**config.mk**
```make
export PLATFORM = sky130hd
export DESIGN_NAME = rv_decode
export DESIGN_NICKNAME = d
export VERILOG_FILES = /design/src/rtl/rv_decode.sv
export SDC_FILE = /design/constraint.sdc
export NUM_CORES = 1
export LEC_CHECK = 0
export CAP_MARGIN = 0
export CORE_MARGIN = 1.5
export CORE_UTILIZATION = 50
export CTS_BUF_LIST = sky130_fd_sc_hd__clkbuf_4 sky130_fd_sc_hd__clkbuf_8 sky130_fd_sc_hd__clkbuf_16
export CTS_CLUSTER_SIZE = 28
export DETAILED_ROUTE_END_ITERATION = 10
export GPL_TIMING_DRIVEN = 0
export PLACE_DENSITY = 0.81
export SETUP_SLACK_MARGIN = 0.02
export SLEW_MARGIN = 20
export SYNTH_ARGS = -nofsm -noshare
export SYNTH_HDL_FRONTEND = slang
export SYNTH_SLANG_ARGS = --single-unit
```
**constraint.sdc**
```tcl
create_clock -name clk -period 21 [get_ports clk]
set_input_delay 6.3 -clock clk [delete_from_list [all_inputs] [get_ports clk]]
set_output_delay 6.3 -clock clk [all_outputs]
set_load 0.02 [all_outputs]
```
**src/rtl/rv_decode.sv**
```systemverilog
// RV32I decode stage: captures fetched instructions, decodes fields and
// immediates, buffers one extra entry in a skid register, and steers fetch redirects.
module rv_decode (
    input  logic        clk,
    input  logic        rst,
    input  logic [31:0] PC,
    input  logic [31:0] Inst,
    input  logic        isInstValid,
    output logic        FetchStall,
    output logic        FetchJump,
    output logic [31:0] TargetPC,
    input  logic        ExRedirect,
    input  logic [31:0] ExTargetPC,
    output logic        DecValid,
    input  logic        ExReady,
    output logic [31:0] DecPC,
    output logic [31:0] DecInst,
    output logic [4:0]  DecRd,
    output logic [4:0]  DecRs1,
    output logic [4:0]  DecRs2,
    output logic [31:0] DecImm,
    output logic        DecIllegal
);

    typedef struct packed {
        logic [31:0] pc;
        logic [31:0] inst;
        logic [4:0]  rd;
        logic [4:0]  rs1;
        logic [4:0]  rs2;
        logic [31:0] imm;
        logic        ill;
    } dec_t;

    dec_t        out_q, out_d, sk_q, sk_d, new_dec;
    logic        out_v_q, out_v_d, sk_v_q, sk_v_d;
    logic        parked_q, parked_d;
    logic        jal_pend_q, jal_pend_d, rd_pend_q, rd_pend_d;
    logic [31:0] jal_tgt_q, jal_tgt_d, rd_tgt_q, rd_tgt_d;
    logic [31:0] imm;
    logic        ill, is_jal, full, capture, jal_fire;

    // Immediate extraction and legality check from the incoming opcode
    always_comb begin
        imm    = '0;
        ill    = 1'b0;
        is_jal = 1'b0;
        unique case (Inst[6:0])
            7'b0110111, 7'b0010111:
                imm = {Inst[31:12], 12'b0};
            7'b1101111: begin
                imm = {{12{Inst[31]}}, Inst[19:12], Inst[20],
                       Inst[30:21], 1'b0};
                is_jal = 1'b1;
            end
            7'b1100111, 7'b0000011, 7'b0010011,
            7'b0001111, 7'b1110011:
                imm = {{20{Inst[31]}}, Inst[31:20]};
            7'b1100011:
                imm = {{20{Inst[31]}}, Inst[7], Inst[30:25],
                       Inst[11:8], 1'b0};
            7'b0100011:
                imm = {{20{Inst[31]}}, Inst[31:25], Inst[11:7]};
            7'b0110011:
                imm = '0;
            default:
                ill = 1'b1;
        endcase
    end

    assign new_dec = '{pc: PC, inst: Inst, rd: Inst[11:7],
                       rs1: Inst[19:15], rs2: Inst[24:20],
                       imm: imm, ill: ill};

    assign full       = sk_v_q | (out_v_q & ~ExReady);
    assign FetchStall = full;
    assign capture    = isInstValid & ~ExRedirect & ~rd_pend_q;

    // Fetch redirect selection: execute redirect, held redirect, local JAL
    always_comb begin
        FetchJump = 1'b0;
        TargetPC  = '0;
        jal_fire  = 1'b0;
        if (ExRedirect) begin
            if (isInstValid | parked_q) begin
                FetchJump = 1'b1;
                TargetPC  = ExTargetPC;
            end
        end else if (rd_pend_q) begin
            FetchJump = 1'b1;
            TargetPC  = rd_tgt_q;
        end else if (capture & is_jal & ~full) begin
            FetchJump = 1'b1;
            TargetPC  = PC + imm;
        end else if (parked_q & ~full & jal_pend_q) begin
            FetchJump = 1'b1;
            TargetPC  = jal_tgt_q;
            jal_fire  = 1'b1;
        end
    end

    // Buffer, parked-tracking and pending-redirect next state
    always_comb begin
        out_d      = out_q;
        out_v_d    = out_v_q;
        sk_d       = sk_q;
        sk_v_d     = sk_v_q;
        parked_d   = parked_q;
        jal_pend_d = jal_pend_q;
        jal_tgt_d  = jal_tgt_q;
        rd_pend_d  = rd_pend_q;
        rd_tgt_d   = rd_tgt_q;

        if (isInstValid & full & ~FetchJump)
            parked_d = 1'b1;
        else if (parked_q & (~full | FetchJump))
            parked_d = 1'b0;

        if (ExRedirect) begin
            out_v_d    = 1'b0;
            sk_v_d     = 1'b0;
            jal_pend_d = 1'b0;
            rd_pend_d  = ~(isInstValid | parked_q);
            rd_tgt_d   = ExTargetPC;
        end else begin
            if (rd_pend_q & (isInstValid | parked_q))
                rd_pend_d = 1'b0;
            if (jal_fire)
                jal_pend_d = 1'b0;
            if (out_v_q & ExReady) begin
                if (sk_v_q) begin
                    out_d  = sk_q;
                    sk_v_d = 1'b0;
                end else begin
                    out_v_d = 1'b0;
                end
            end
            if (capture) begin
                if (~sk_v_q & (~out_v_q | ExReady)) begin
                    out_d   = new_dec;
                    out_v_d = 1'b1;
                end else begin
                    sk_d   = new_dec;
                    sk_v_d = 1'b1;
                end
                if (is_jal & full) begin
                    jal_pend_d = 1'b1;
                    jal_tgt_d  = PC + imm;
                end
            end
        end
    end

    // State registers with asynchronous reset
    always_ff @(posedge clk or posedge rst) begin
        if (rst) begin
            out_q      <= '0;
            out_v_q    <= 1'b0;
            sk_q       <= '0;
            sk_v_q     <= 1'b0;
            parked_q   <= 1'b0;
            jal_pend_q <= 1'b0;
            jal_tgt_q  <= '0;
            rd_pend_q  <= 1'b0;
            rd_tgt_q   <= '0;
        end else begin
            out_q      <= out_d;
            out_v_q    <= out_v_d;
            sk_q       <= sk_d;
            sk_v_q     <= sk_v_d;
            parked_q   <= parked_d;
            jal_pend_q <= jal_pend_d;
            jal_tgt_q  <= jal_tgt_d;
            rd_pend_q  <= rd_pend_d;
            rd_tgt_q   <= rd_tgt_d;
        end
    end

    assign DecValid   = out_v_q;
    assign DecPC      = out_q.pc;
    assign DecInst    = out_q.inst;
    assign DecRd      = out_q.rd;
    assign DecRs1     = out_q.rs1;
    assign DecRs2     = out_q.rs2;
    assign DecImm     = out_q.imm;
    assign DecIllegal = out_q.ill;

endmodule

```
==> results.tsv <==
stage	metric	value	unit
run_status	status	complete, no violations	
setup_path	CP Cell Sequence	clkdlybuf4s50_1 -> or3b_1 -> nand2_1 -> a22oi_1 -> a2bb2oi_1 -> nor2_2 -> and2_1 -> buf_4 -> a21oi_1 -> inv_1 -> ha_1 -> a21oi_1 -> o2111ai_1 -> a221oi_1 -> nand2_1 -> a21oi_2 -> o31ai_2 -> xnor2_1 -> o221ai_1 -> clkdlybuf4s50_1	
setup_path	critical path's top delay family	compound AO/OA/AOI/OAI gates	
placement	placed insts	2013	
detailed_routing	DRT Pass-1 Iters	7	
synth	top cells by area, synth	dfrtp_1 49%, o22a_1 7.7%, mux2_2 6.9%	
timing	RSZ-0062 raised after global routing	false	
synth	Cells after Synth	1387	
clocking	hold_buf cts	0	
synth	post-synthesis sequential area ratio	49.4	%
power_and_ir_drop	PwrDens	89.7	nW/um^2
timing	TNS Setup	0	ns
timing	max-slew violation count	0	
clocking	Clock Latency Late Sink	0.55	ns
clocking	clk slew on worst S/H paths	0.06	ns
synth	EDFF count, synth	0	
setup_path	CP required	14.70	ns
setup_path	startpoint types	primary input	
setup_path	WP buf/inv	4	
power_and_ir_drop	leak pwr	8.16	nW
cells_and_area	Nets	1800	
clocking	CTS Buffer Depth	3	
clocking	CTS resizes	0	
power_and_ir_drop	VDD IR max	76.9	uV
timing	Period Utilization, post-route	84.7	%
timing	post-layout minimum cycle time	17.79	ns
floorplanning	Die X	171	um
setup_path	crit-path max FO	10	
floorplanning	die area	29200	sq um
clocking	CTS tree	yes	
cells_and_area	ANT cells	0	
clocking	Post-CTS Setup Bufs	0	
global_routing	vias in the first global route	12800	
synth	Synthesis Warnings	0	
timing	Clock Skew	0.0150	ns
synth	synthesis-stage register bit count	278	
placement	DP Area	17100	sq um
worst_hold_path	hold_sp	DecInst[24]$_DFFE_PP0N_	
clocking	CTS sink count	278	
placement	Placer Congestion	0.947	
setup_path	WS Path Type	primary input to primary output	
synth	most frequent cell after synthesis	dfrtp_1	
cells_and_area	layout cells sized above 1	11.2	%
detailed_routing	wire per inst	21.9	um
floorplanning	IO Count	248	
floorplanning	CORE AREA	27800	sq um
global_routing	gr ovfl total	0	
worst_hold_path	Worst Hold Class	flip-flop to flip-flop	
timing	worst-margin pin slew	1.10	ns
detailed_routing	final wirelength	45200	um
synth	Commonest cells post-synth	278 x dfrtp_1, 128 x nand2_1, 123 x o22a_1, 117 x a21oi_1, 89 x o21ai_0	
setup_path	CP Data Arrival Time	11.49	ns
detailed_routing	via count	12600	
synth	syn nets	1520	
cells_and_area	design area	18200	sq um
detailed_routing	DRC	0	
timing	# setup viols final	0	
setup_path	slowest stage delay, CP	0.66	ns
synth	Avg Cell Area, Syn	10.2	sq um
timing	max frequency	0.0562	GHz
cells_and_area	Final Util	65.4	%
setup_path	first element of the critical path	Inst[3]	
setup_path	CP endpoint kind	primary output	
detailed_routing	ANT nets after route	0	
synth	synth unique cells	72	
global_routing	pin count of the biggest net entering global routing	108	
global_routing	total track usage	30.9	%
clocking	htree depth	1	
placement	Post-DP HPWL	33600	um
global_routing	first-pass GRT wire length	69600	um
placement	PortBufs	246	
floorplanning	# rows	61	
synth	top-area cell type share of the netlist area	49.4	%
detailed_routing	Via-to-Cell Ratio	6.10	
clocking	clock root buffer	clkbuf_16	
setup_path	RR Startpoint	rd_pend_q$_DFFE_PP0P_	
synth	Yosys top cell by area	dfrtp_1	
clocking	cts bufs inserted	30	
cells_and_area	Syn-to-layout area delta	29.1	%
cells_and_area	non-filler cells in the finished layout	2069	
synth	synthesized area	14100	sq um
floorplanning	Initial Util	50.7	%
timing	max_slew headroom	26.7	%
setup_path	CP max-delay cell	clkdlybuf4s50_1	
synth	asr flop ratio synth	100	%
run	number of max-cap violations	0	
floorplanning	Die H	171	um
global_routing	initial antenna violation count	1	
timing	Hold Fails Final Rpt	0	
synth	Synth Flop Type	dfrtp_1	
detailed_routing	Initial DRC Count	1303	
[per-layer routing]
metal | up-vias | global-route usage [%] | wire (um)
met5 | - | 0 | 13
met4 | 2 | 12.7 | 2020
met3 | 132 | 8.10 | 4410
met2 | 686 | 50.9 | 20500
met1 | 6170 | 38.8 | 18200
li1 | 5628 | - | -
[placed cells by master, fill, tap and decap left out, types with 4 or more instances in the layout]
cell type and n:
a21o_1 45, a21oi_1 117, a21oi_2 11, a221oi_1 11, a22o_1 4, a22oi_1 17, a31oi_1 26, and2_1 6
and3_1 8, buf_1 7, buf_2 15, bufinv_16 5, clkbuf_1 85, clkbuf_16 31, clkbuf_4 4, clkbuf_8 6
clkdlybuf4s50_1 246, clkinv_2 8, dfrtp_1 278, ha_1 31, inv_1 63, mux2_2 86, nand2_1 128, nand2b_1 7
nand3_1 17, nand4_1 10, nor2_1 59, nor2b_1 4, nor3_1 5, o211ai_1 4, o21a_1 4, o21ai_0 89
o21ai_1 9, o21bai_1 5, o22a_1 123, o22ai_1 15, o32ai_1 12, xnor2_1 15, xor2_1 14
[sequential cells by signal, indices dropped and copies added, names as in the netlist, 5 cells and up]
name and flops:
DecInst 32, DecRd 5, DecRs2 5, sk_q 97
jal_tgt_q 32, rd_tgt_q 32, DecPC 32, DecRs1 5
DecImm 32
[cell type report]
class | instances | area (sq um)
timing repair buffer | 248 | 2520
clock inverter | 15 | 208
tap | 378 | 473
sequential | 278 | 6960
clock buffer | 41 | 888
inverter | 64 | 248
multi-input combinational | 936 | 6450
fill | 2189 | 9610
buffer | 109 | 435
[report_power, final]
part	internal, mW	switching, mW
clock network	0.357	0.223
logic	0.188	0.198
registers	0.617	0.0473
[stage by stage]
step | setup slack [ns] | hold slack [ns] | power [mW]
after floorplan | 5.00 | 0.442 | 0.866
after global placement | 3.41 | 0.456 | 1.04
after detailed placement | 3.38 | 0.465 | 1.05
after CTS | 3.35 | 0.483 | 1.63
after global routing | 2.93 | 0.495 | 1.69
final | 3.21 | 0.478 | 1.63
[logic make-up after synthesis]
family | Yosys count | share of synthesized area, %
AO/OA/AOI/OAI | 525 | 25.8
XOR/XNOR | 29 | 1.80
adder cells (fa/ha/maj) | 32 | 2.90
buffers and inverters | 173 | 4.80
flip-flops | 278 | 49.4
multiplexers | 87 | 6.95
AND/OR/NAND/NOR | 263 | 8.37
[worst paths after layout]
path / endpoint / slack, ns / depth (start not counted)
worst max-delay path: TargetPC[29] / 3.21 / 20
worst min-delay path: DecInst[24]$_DFFE_PP0N_ / 0.48 / 1
worst max register to register: DecImm[24]$_DFFE_PP0N_ / 17.92 / 7
worst min register to register: DecInst[24]$_DFFE_PP0N_ / 0.48 / 1
max in group asynchronous: DecPC[18]$_DFFE_PP0N_ / 13.77 / 3
min in group asynchronous: DecInst[5]$_DFFE_PP0N_ / 6.25 / 2
Note: power is estimated with default switching activity, not from simulation.
